===== src/rtl/not_not_pkg.sv =====
// not_not_pkg: shared types and defaults for the Not-Not challenge generator and judge.
package not_not_pkg;
    typedef enum logic [1:0] {IDLE, ARMED, JUDGE, OVER} state_t;
    localparam int COLOR_W            = 4;
    localparam int DEF_TIMEOUT_CYCLES = 50000000;
    localparam int DEF_LIVES          = 3;
endpackage


===== src/rtl/not_not_judge_key_edge_sync.sv =====
// key_edge_sync: 2-flop synchroniser plus registered falling-edge detect for an active-low KEY.
module key_edge_sync (
    input  logic CLOCK_50,
    input  logic resetn,
    input  logic key_n,
    output logic press_evt
);
    logic [2:0] sync_q, sync_d;
    logic       press_q, press_d;

    always_comb begin
        sync_d  = {sync_q[1:0], key_n};
        press_d = sync_q[2] & ~sync_q[1];
    end

    always_ff @(posedge CLOCK_50 or negedge resetn) begin
        if (!resetn) begin
            sync_q  <= 3'b111;
            press_q <= 1'b0;
        end else begin
            sync_q  <= sync_d;
            press_q <= press_d;
        end
    end

    assign press_evt = press_q;
endmodule


===== src/rtl/not_not_judge.sv =====
// not_not_judge: judges player answers against challenges, keeping score, lives and game over.
// Optional NOT_NOT_SPEEDUP_EN shortens the round limit after every correct answer.
module not_not_judge
    import not_not_pkg::*;
#(
    parameter int TIMEOUT_CYCLES = DEF_TIMEOUT_CYCLES,
    parameter int SCORE_W        = 8,
    parameter int LIVES          = DEF_LIVES
) (
    input  logic               CLOCK_50,
    input  logic               resetn,
    input  logic               round_valid,
    output logic               round_ready,
    input  logic [COLOR_W-1:0] expected,
    input  logic [COLOR_W-1:0] answer,
    input  logic               submit_n,
    output logic               result_valid,
    output logic               result_correct,
    output logic               result_timeout,
    output logic [SCORE_W-1:0] score,
    output logic [2:0]         lives_left,
    output logic               game_over
);
    localparam int            TW         = $clog2(TIMEOUT_CYCLES);
    localparam logic [TW-1:0] LAST       = TW'(TIMEOUT_CYCLES - 1);
    localparam logic [2:0]    LIVES_INIT = 3'(LIVES);

    state_t             state_q, state_d;
    logic [TW-1:0]      timer_q, timer_d, lim_m1;
    logic [COLOR_W-1:0] exp_q, exp_d, ans_q, ans_d;
    logic               to_q, to_d, ready_q, ready_d, rv_q, rv_d;
    logic               rc_q, rc_d, rt_q, rt_d, over_q, over_d;
    logic [SCORE_W-1:0] score_q, score_d;
    logic [2:0]         lives_q, lives_d;
    logic               press_evt, ok;

    key_edge_sync u_submit (
        .CLOCK_50 (CLOCK_50),
        .resetn   (resetn),
        .key_n    (submit_n),
        .press_evt(press_evt)
    );

    assign ok = !to_q && (ans_q == exp_q);

`ifdef NOT_NOT_SPEEDUP_EN
    localparam logic [TW-1:0] STEP     = TW'(TIMEOUT_CYCLES >> 3);
    localparam logic [TW-1:0] FLOOR_M1 = TW'((TIMEOUT_CYCLES >> 2) - 1);
    logic [TW-1:0] lim_q, lim_d;

    // limit is held as limit-1 so it compares directly against the timer
    assign lim_d = (state_q == JUDGE && ok)
                 ? ((lim_q >= FLOOR_M1 + STEP) ? lim_q - STEP : FLOOR_M1) : lim_q;

    always_ff @(posedge CLOCK_50 or negedge resetn) begin
        if (!resetn) lim_q <= LAST;
        else         lim_q <= lim_d;
    end

    assign lim_m1 = lim_q;
`else
    assign lim_m1 = LAST;
`endif

    always_comb begin
        state_d = state_q;
        timer_d = timer_q;
        exp_d   = exp_q;
        ans_d   = ans_q;
        to_d    = to_q;
        ready_d = ready_q;
        rv_d    = 1'b0;
        rc_d    = rc_q;
        rt_d    = rt_q;
        score_d = score_q;
        lives_d = lives_q;
        over_d  = over_q;
        case (state_q)
            IDLE: if (round_valid) begin
                exp_d   = expected;
                timer_d = '0;
                to_d    = 1'b0;
                ready_d = 1'b0;
                state_d = ARMED;
            end
            ARMED: if (press_evt) begin
                ans_d   = answer;
                state_d = JUDGE;
            end else if (timer_q == lim_m1) begin
                to_d    = 1'b1;
                state_d = JUDGE;
            end else begin
                timer_d = timer_q + 1'b1;
            end
            JUDGE: begin
                rv_d    = 1'b1;
                rc_d    = ok;
                rt_d    = to_q;
                score_d = (ok && score_q != '1) ? score_q + 1'b1 : score_q;
                lives_d = ok ? lives_q : lives_q - 1'b1;
                over_d  = (lives_d == 3'd0);
                ready_d = !over_d;
                state_d = over_d ? OVER : IDLE;
            end
            default: ;
        endcase
    end

    always_ff @(posedge CLOCK_50 or negedge resetn) begin
        if (!resetn) begin
            state_q <= IDLE;
            timer_q <= '0;
            exp_q   <= '0;
            ans_q   <= '0;
            to_q    <= 1'b0;
            ready_q <= 1'b1;
            rv_q    <= 1'b0;
            rc_q    <= 1'b0;
            rt_q    <= 1'b0;
            score_q <= '0;
            lives_q <= LIVES_INIT;
            over_q  <= 1'b0;
        end else begin
            state_q <= state_d;
            timer_q <= timer_d;
            exp_q   <= exp_d;
            ans_q   <= ans_d;
            to_q    <= to_d;
            ready_q <= ready_d;
            rv_q    <= rv_d;
            rc_q    <= rc_d;
            rt_q    <= rt_d;
            score_q <= score_d;
            lives_q <= lives_d;
            over_q  <= over_d;
        end
    end

    assign round_ready    = ready_q;
    assign result_valid   = rv_q;
    assign result_correct = rc_q;
    assign result_timeout = rt_q;
    assign score          = score_q;
    assign lives_left     = lives_q;
    assign game_over      = over_q;
endmodule


===== config.mk =====
export PLATFORM = sky130hd
export DESIGN_NAME = not_not_judge
export DESIGN_NICKNAME = d
export VERILOG_FILES = /design/src/rtl/not_not_pkg.sv /design/src/rtl/not_not_judge_key_edge_sync.sv /design/src/rtl/not_not_judge.sv
export SDC_FILE = /design/constraint.sdc
export NUM_CORES = 1
export LEC_CHECK = 0
export CORE_UTILIZATION = 55
export CTS_CLUSTER_DIAMETER = 60
export CTS_CLUSTER_SIZE = 10
export DETAILED_ROUTE_END_ITERATION = 6
export PLACE_DENSITY = 0.74
export SLEW_MARGIN = 0
export SYNTH_ARGS = -nofsm -noshare
export SYNTH_HDL_FRONTEND = slang
export SYNTH_HIERARCHICAL = 1
export SYNTH_SLANG_ARGS = --single-unit

===== constraint.sdc =====
create_clock -name CLOCK_50 -period 2.7 [get_ports CLOCK_50]
set_input_delay 0.81 -clock CLOCK_50 [delete_from_list [all_inputs] [get_ports CLOCK_50]]
set_output_delay 0.81 -clock CLOCK_50 [all_outputs]
set_load 0.1 [all_outputs]

==> flow_metrics.tcl, run 1 <==
set metrics [dict create \
    critPathKind "input port to register" \
    clockBufferDepth 2 \
    critPathTopFamily "simple AND/OR/NAND/NOR gates" \
    cts_htree_levels 3 \
    hold_violations 0 \
    grt_pass1_wl_mm 9.85 \
    vias 2302 \
    syn2layout_area_growth_pct 21.0 \
    cts_resized 0 \
    crit_required_ns 2.96 \
    viasPerCell 5.73 \
    status "complete, no violations" \
    cts_setup_buffers 0 \
    hold_path_startpoint "u_submit/sync_q[0]" \
    slew_headroom_pct 64.2 \
    n_fill_cell 388 \
    holdWs_ns 0.365 \
    multi_input_area_sq_um 1380 \
    drt_wl_total_mm 6.08 \
    antenna_found_initial 0 \
    min_path_type "register to register" \
    crit_chain "clkdlybuf4s50_1 -> mux2_2 -> nand2_1 -> or4_4 -> or4_1 -> a21oi_1" \
    cp_max_fo 6 \
    nets 348 \
    fin_util_pct 71.6 \
    antenna_cells 0 \
    whs_path_depth 0 \
    dr.pass1.iters 4 \
    die_w_um 74.4 \
    ys_seq_area_share_pct 49.7 \
    async_flop_share_pct 100 \
    drc 0 \
    synth_edf_count 0 \
    fp-row-count 25 \
    wl_per_cell_um 15.1 \
    hold_path_end "u_submit/sync_q[1]" \
    ys_types 47 \
    grt_pass1_vias 2116 \
    power.total_mw 3.22 \
    final_cells 402 \
    start_util_pct 59.1 \
    layout_commonest_cell "dfrtp_1" \
    startpoint_type "input port" \
    clkTransAtPathRegs_ns 0.06 \
    fmax_ghz 0.404 \
    fin_tns_setup_ns 0 \
    ys.flop_type "dfrtp_1" \
    endpoint_kind "register" \
    numClockSinks 57 \
    rrSetupSlack_ns 0.29 \
    grt_max_degree 37 \
    cts.hold.buffers_added 0 \
    cap_violations 0 \
    drive_gt1_share_pct 20.0 \
    max_stage_delay_ns 0.59 \
    fin_skew_ns 0.0106 \
    synth-seq-cells 57 \
    gp_congestion 0.864 \
    setup_viol 0 \
    layout_common_cells "51 x dfrtp_1, 32 x buf_4, 28 x nand2_1" \
    hpwl_mm 4.34 \
    clk_latency_ns 0.34 \
    die_y_um 74.4 \
    num_io_pins 28 \
    grt_overflow 0 \
    cts_inserted_buffers 9 \
    synth_cells 283 \
    p_leak_nw 1.55 \
    cts_tree "built" \
    post-route-min-period_ns 2.47 \
    placed_cells 386 \
    synth_nets 301 \
    critPathSlowestCell "or4_4" \
    rsz0062_at_grt "no" \
    synth_area_sq_um 2890 \
    first_iter_violations 114 \
    slew_viol_final 0 \
    critical_path_arrival_ns 2.73 \
    syn_avg_cell_area_sq_um 10.2 \
    period_share_pct 91.6 \
    worstMarginPinSlew_ns 0.538 \
    reg2regPathDepth 7 \
    coreArea_sq_um 4880 \
    path_buf_inv 1 \
    cts_root_buffer "clkbuf_8" \
    vdd_ir_drop_max_mv 0.579 \
    seq_area_sq_um 1430 \
    crit_cells 6 \
    grtUsageTotal_pct 24.2 \
    timing.rr.end "timer_q[20]" \
    dieArea_sq_um 5540 \
    ant_nets 0 \
    reg2reg_from "state_q[1]" \
    p_per_area_nw_per_um2 922 \
    port_buffers 27 \
    ys_warn_count 6 \
]
## registers in the layout, summed over array words and instances (netlist names), 2 cells and up
register	count
lives_left	3
exp_q	4
state_q	2
timer_q	26
score	8
ans_q	4
u_submit/sync_q	3
## cells in the mapped netlist (all sizes together) (3+ instances only)
master	count	area share, %
nand2	28	3.6
ha	6	2.6
and2	5	1.1
nand4	12	2.8
dfrtp	51	44
xor2	5	1.5
or3	7	1.5
nor4	3	0.65
nand2b	6	1.3
clkbuf	5	0.65
or4	7	2.0
o21a	3	0.78
xnor2	16	4.9
mux2i	4	1.4
and3	8	1.7
o211ai	3	0.78
o21ai	12	2.1
dfstp	6	5.5
nor2b	3	0.91
o31ai	3	0.78
mux2	9	3.5
and4	4	1.2
nor3	7	1.2
nor2	16	2.1
buf	3	0.74
a21oi	10	1.7
inv	10	1.3
nand3	12	2.1
## power by group
part / switching, mW / leakage [nW] / internal [mW]
Clock: 0.335 / 0.0936 / 0.451
Sequential: 0.124 / 0.747 / 1.02
Combinational: 0.849 / 0.713 / 0.438
Total: 1.31 / 1.55 / 1.91
## how the worst max path moves through the flow
stage           startpoint           to  slack [ns]
2_1_floorplan     score[0]     score[1]        0.43
3_3_place_gp   round_valid  timer_q[20]       -0.07
3_5_place_dp   round_valid  timer_q[20]       -0.11
4_1_cts        round_valid  timer_q[20]        0.24
5_1_grt        round_valid  timer_q[20]        0.18
6_report       round_valid  timer_q[20]        0.23
## per-layer routing
metal	track usage [%]	share of wire (%)	vias up
met5	0	0	-
met4	8.81	1.2	0
li1	-	-	1124
met1	35.0	50	1125
met3	6.10	3.9	9
met2	35.1	45	44
## through the flow
stage          setup slack (ns)  area [sq um]
3_5_place_dp             -0.108          3300
5_1_grt                   0.178          3490
4_1_cts                   0.239          3490
3_3_place_gp            -0.0735          3300
6_report                  0.226          3490
2_1_floorplan             0.430          2890
## layout make-up
class	instances	share of cell area (%)
clock buffers	13	4.26
clock inverters	3	1.22
inverters	10	1.07
multi-input cells	208	39.5
flip-flops and latches	57	41.1
well taps	67	2.40
repair buffers	44	10.5
## kinds of logic (layout without fill, tap and decap cells)
group	Yosys count	in the layout	share of synthesized area [%]
AO/OA/AOI/OAI	44	44	9.89
XOR/XNOR	21	21	6.37
adder cells (fa/ha/maj)	6	6	2.60
buffers and inverters	18	70	2.69
flip-flops	57	57	49.7
multiplexers	13	13	4.90
AND/OR/NAND/NOR	124	124	23.9
Note: power is estimated with default switching activity, not from simulation.
==> inputs of run 2 (changes only) <==
--- a/config.mk
+++ b/config.mk
@@ -5,6 +5,7 @@
 export SDC_FILE = /design/constraint.sdc
 export NUM_CORES = 1
 export LEC_CHECK = 0
+export CORE_ASPECT_RATIO = 0.8
 export CORE_UTILIZATION = 55
 export CTS_CLUSTER_DIAMETER = 60
 export CTS_CLUSTER_SIZE = 10
==> run 2 against run 1 <==
Critical path depth did not move; power fell by 0.43%; final cell count fell by 1.0%; first-iteration DRC count rose by 28%; clock skew fell by 0.0042 ns; combinational power barely moved; sequential power barely moved; sequential share of layout area barely moved; final area barely moved; largest power group unchanged.
==> flow_metrics.tcl, run 2 (same netlist as run 1, synthesis figures left out) <==
set metrics [dict create \
    status "complete, no violations" \
    nets 349 \
    whs_path_depth 0 \
    cts_resized 0 \
    setup_viol 0 \
    dieArea_sq_um 5540 \
    endpoint_kind "register" \
    cts_root_buffer "clkbuf_8" \
    rsz0062_at_grt "no" \
    fin_util_pct 69.3 \
    layout_commonest_cell "dfrtp_1" \
    grt_overflow 0 \
    fin_skew_ns 0.00635 \
    clk_latency_ns 0.33 \
    p_per_area_nw_per_um2 919 \
    p_leak_nw 1.56 \
    dr_wl_met2_mm 2.40 \
    critical_path_arrival_ns 2.69 \
    dr.pass1.iters 4 \
    slew_headroom_pct 60.7 \
    num_io_pins 28 \
    worstMarginPinSlew_ns 0.589 \
    vdd_ir_drop_max_mv 0.524 \
    start_util_pct 57.3 \
    grt_pass1_wl_mm 9.72 \
    gp_congestion 0.938 \
    crit_required_ns 2.95 \
    drt_wl_total_mm 5.85 \
    rrSetupSlack_ns 0.40 \
    cp_max_fo 4 \
    wl_met3_um 353 \
    cap_violations 0 \
    period_share_pct 90.2 \
    syn2layout_area_growth_pct 21.0 \
    cts_setup_buffers 0 \
    cts.hold.buffers_added 0 \
    multi_input_area_sq_um 1380 \
    startpoint_type "input port" \
    reg2regPathDepth 7 \
    vias 2304 \
    min_path_type "register to register" \
    coreArea_sq_um 5040 \
    die_y_um 66.8 \
    layout_common_cells "51 x dfrtp_1, 33 x buf_4, 28 x nand2_1" \
    post-route-min-period_ns 2.44 \
    routed.top_layer "met4" \
    numClockSinks 57 \
    hold_violations 0 \
    grt_pass1_vias 2033 \
    wl_per_cell_um 14.7 \
    critPathKind "input port to register" \
    antenna_cells 0 \
    grtUsageTotal_pct 22.9 \
    drt-met1-wl_mm 3.05 \
    ant_nets 0 \
    fmax_ghz 0.411 \
    drc 0 \
    first_iter_violations 146 \
    hpwl_mm 4.32 \
    fin_tns_setup_ns 0 \
    clockBufferDepth 2 \
    power.total_mw 3.21 \
    antenna_found_initial 0 \
    cts_inserted_buffers 9 \
    clkTransAtPathRegs_ns 0.06 \
    seq_area_sq_um 1430 \
    n_fill_cell 398 \
    grt_max_degree 37 \
    largest-register "timer_q" \
    cts_tree "built" \
    cts_htree_levels 3 \
    largest_reg_flops 26 \
    port_buffers 27 \
    drive_gt1_share_pct 20.2 \
    viasPerCell 5.79 \
    die_w_um 83.0 \
    fp-row-count 23 \
    slew_viol_final 0 \
]
-- run 2: cell count changes in the layout (fill, tap and decap cells not counted), sizes merged --
cell      previous run  this run
clkinv               1         2
buf                 34        35
clkinvlp             1         0
-- run 2: path summary, 6_finish.rpt --
check,start,end
min in group asynchronous,resetn,timer_q[6]
min reg2reg,u_submit/sync_q[0],u_submit/sync_q[1]
max reg2reg,state_q[1],timer_q[20]
min,u_submit/sync_q[0],u_submit/sync_q[1]
max,round_valid,timer_q[20]
max in group asynchronous,resetn,u_submit/sync_q[0]
-- run 2: area by class of cell --
class / count / share of cell area (%)
multi-input cells: 208 / 39.5
well taps: 62 / 2.22
repair buffers: 45 / 10.7
inverters: 10 / 1.08
flip-flops and latches: 57 / 41.1
clock buffers: 13 / 4.27
clock inverters: 3 / 1.15
-- run 2: layer usage --
layer | up-vias | GRT usage (%)
met3 | 4 | 6.57
met2 | 67 | 30.8
met5 | - | 0
li1 | 1120 | -
met4 | 0 | 8.41
met1 | 1113 | 34.3
-- run 2: stage by stage --
stage                     worst slack (ns)  cell area (sq um)  instances  hold WS (ns)
after CTS                            0.269               3490        398         0.353
after detailed placement           -0.0851               3300        382         0.350
after global placement             -0.0374               3300        382         0.347
after floorplan                      0.430               2890        283         0.345
final                                0.264               3490        398         0.356
after global routing                 0.183               3490        398         0.363
-- run 2: critical path, stage by stage --
cell and delay [ns]:
clkdlybuf4s50_1 0.49, mux2_2 0.16, nand2_1 0.10, or4_4 0.55, or4_1 0.41, a21oi_1 0.15
-- run 2: where the power goes --
| group | internal, mW | switching, mW | total (mW) | leakage [nW] |
|---|---|---|---|---|
| clock | 0.449 | 0.316 | 0.766 | 0.0974 |
| sequential | 1.02 | 0.124 | 1.15 | 0.747 |
| combinational | 0.450 | 0.843 | 1.29 | 0.718 |
==> inputs of run 3 (changes only) <==
--- a/config.mk
+++ b/config.mk
@@ -11,6 +11,7 @@
 export CTS_CLUSTER_SIZE = 10
 export DETAILED_ROUTE_END_ITERATION = 6
 export PLACE_DENSITY = 0.74
+export SETUP_SLACK_MARGIN = 0.1
 export SLEW_MARGIN = 0
 export SYNTH_ARGS = -nofsm -noshare
 export SYNTH_HDL_FRONTEND = slang
==> constraint.sdc (replaced) <==
create_clock -name CLOCK_50 -period 2.7 [get_ports CLOCK_50]
set_input_delay 0.27 -clock CLOCK_50 [delete_from_list [all_inputs] [get_ports CLOCK_50]]
set_output_delay 0.27 -clock CLOCK_50 [all_outputs]
set_load 0.1 [all_outputs]
==> run 3 against run 2 <==
Final cell count shrank 2.8%; combinational power down 5%; worst hold slack got worse by 0.29 ns; final area fell by 2.0%; clock-buffer cell count shrank 2; power up 0.74%; clock power is 12% higher; critical endpoint unchanged; worst setup slack gained 0.015 ns; largest cell class unchanged; die area stayed put.
==> flow_metrics.tcl, run 3 (same netlist as run 1, synthesis figures left out) <==
set metrics [dict create \
    status "complete, no violations" \
    setup_viol 0 \
    cp_max_fo 8 \
    wl_per_cell_um 15.5 \
    post-route-min-period_ns 2.42 \
    gp_congestion 0.892 \
    nets 338 \
    viasPerCell 5.93 \
    antenna_found_initial 0 \
    cts_tree "built" \
    fp-row-count 23 \
    fin_skew_ns 0.00690 \
    dr.pass1.iters 4 \
    grt_pass1_wl_mm 9.76 \
    endpoint_kind "register" \
    setup_ws_ns 0.279 \
    cts_htree_levels 3 \
    start_util_pct 57.3 \
    fmax_ghz 0.413 \
    period_share_pct 89.7 \
    crit_chain "inv_1 -> ha_1 -> mux2_2 -> nand2_1 -> or4_4 -> or4_1 -> a21oi_1" \
    vdd_ir_drop_max_mv 0.608 \
    worstMarginPinSlew_ns 0.705 \
    hpwl_mm 4.19 \
    critPathTopFamily "simple AND/OR/NAND/NOR gates" \
    cts.hold.buffers_added 0 \
    drive_gt1_share_pct 17.8 \
    drt_wl_total_mm 5.98 \
    slew_headroom_pct 53.0 \
    startpoint_type "register" \
    max_stage_delay_ns 0.60 \
    numClockSinks 57 \
    ant_nets 0 \
    slew_viol_final 0 \
    p_per_area_nw_per_um2 945 \
    cap_violations 0 \
    die_y_um 66.8 \
    cts_root_buffer "clkbuf_8" \
    cts_setup_buffers 0 \
    clkTransAtPathRegs_ns 0.06 \
    first_iter_violations 188 \
    critPathSlowestCell "or4_4" \
    largest_reg_flops 26 \
    cts_inserted_buffers 9 \
    layout_common_cells "51 x dfrtp_1, 28 x nand2_1, 23 x buf_4" \
    antenna_cells 0 \
    syn2layout_area_growth_pct 18.5 \
    layout_commonest_cell "dfrtp_1" \
    drc 0 \
    grtUsageTotal_pct 23.2 \
    critical_path_arrival_ns 2.68 \
    grt_overflow 0 \
    min_path_type "input port to asynchronous set/reset pin" \
    dieArea_sq_um 5540 \
    clk_latency_ns 0.34 \
    die_w_um 83.0 \
    fin_tns_setup_ns 0 \
    cts_resized 0 \
    grt_pass1_vias 1980 \
    rsz0062_at_grt "no" \
    coreArea_sq_um 5040 \
    largest-register "timer_q" \
    vias 2293 \
    critPathKind "register to register" \
    p_leak_nw 1.51 \
    path_buf_inv 1 \
    crit_required_ns 2.96 \
    num_io_pins 28 \
    pre_cts_slack_ns 0.303 \
    hold_violations 0 \
    port_buffers 27 \
    grt_max_degree 58 \
    clockBufferDepth 2 \
]
## run 3: cell count changes in the layout (fill, tap and decap cells not counted)
cell,change
clkinv_4,+1
buf_4,-10
buf_12,-1
clkinvlp_4,+1
clkinv_2,-1
bufinv_16,+1
clkbuf_8,-1
clkbuf_1,-1
## run 3: cell type report
| cell class | count | area, sq um |
|---|---|---|
| clock inverters | 5 | 81.3 |
| inverters | 10 | 37.5 |
| multi-input cells | 208 | 1380 |
| clock buffers | 11 | 131 |
| flip-flops and latches | 57 | 1430 |
| fillers | 394 | 1620 |
| repair buffers | 34 | 278 |
| well taps | 62 | 77.6 |
## run 3: worst paths after layout
kind                                          from            endpoint  slack, ns  cells past startpoint
worst min-delay path                        resetn          timer_q[6]       0.07                      2
min in group CLOCK_50                     submit_n  u_submit/sync_q[0]       0.33                      1
max in group asynchronous                   resetn            ans_q[0]       2.17                      2
worst max-delay path                    state_q[1]         timer_q[20]       0.28                      7
worst min register to register  u_submit/sync_q[0]  u_submit/sync_q[1]       0.36                      0
worst max register to register          state_q[1]         timer_q[20]       0.28                      7
## run 3: metal layers
metal,vias up,wire (um),global-route usage (%)
li1,1104,-,-
met1,1106,3160,35.4
met2,76,2370,30.1
met3,7,394,8.43
met4,0,56,6.47
met5,-,0,0
## run 3: through the flow
step / utilization, % / hold slack (ns) / std cells / power (mW) / area [sq um]
after floorplan: - / -0.0256 / 283 / 2.07 / 2890
after global placement: 63.7 / 0.346 / 371 / 2.35 / 3210
after detailed placement: 63.7 / 0.347 / 371 / 2.38 / 3210
after CTS: 67.9 / 0.0831 / 387 / 3.25 / 3420
after global routing: 67.9 / 0.128 / 387 / 3.41 / 3420
final: 67.9 / 0.0689 / 387 / 3.23 / 3420
## run 3: where the power goes
group          switching (mW)  total [mW]  leakage [nW]  internal (mW)
clock network           0.337       0.857         0.104          0.520
logic                   0.836        1.22         0.661          0.388
registers               0.125        1.15         0.747           1.02
total                    1.30        3.23          1.51           1.93
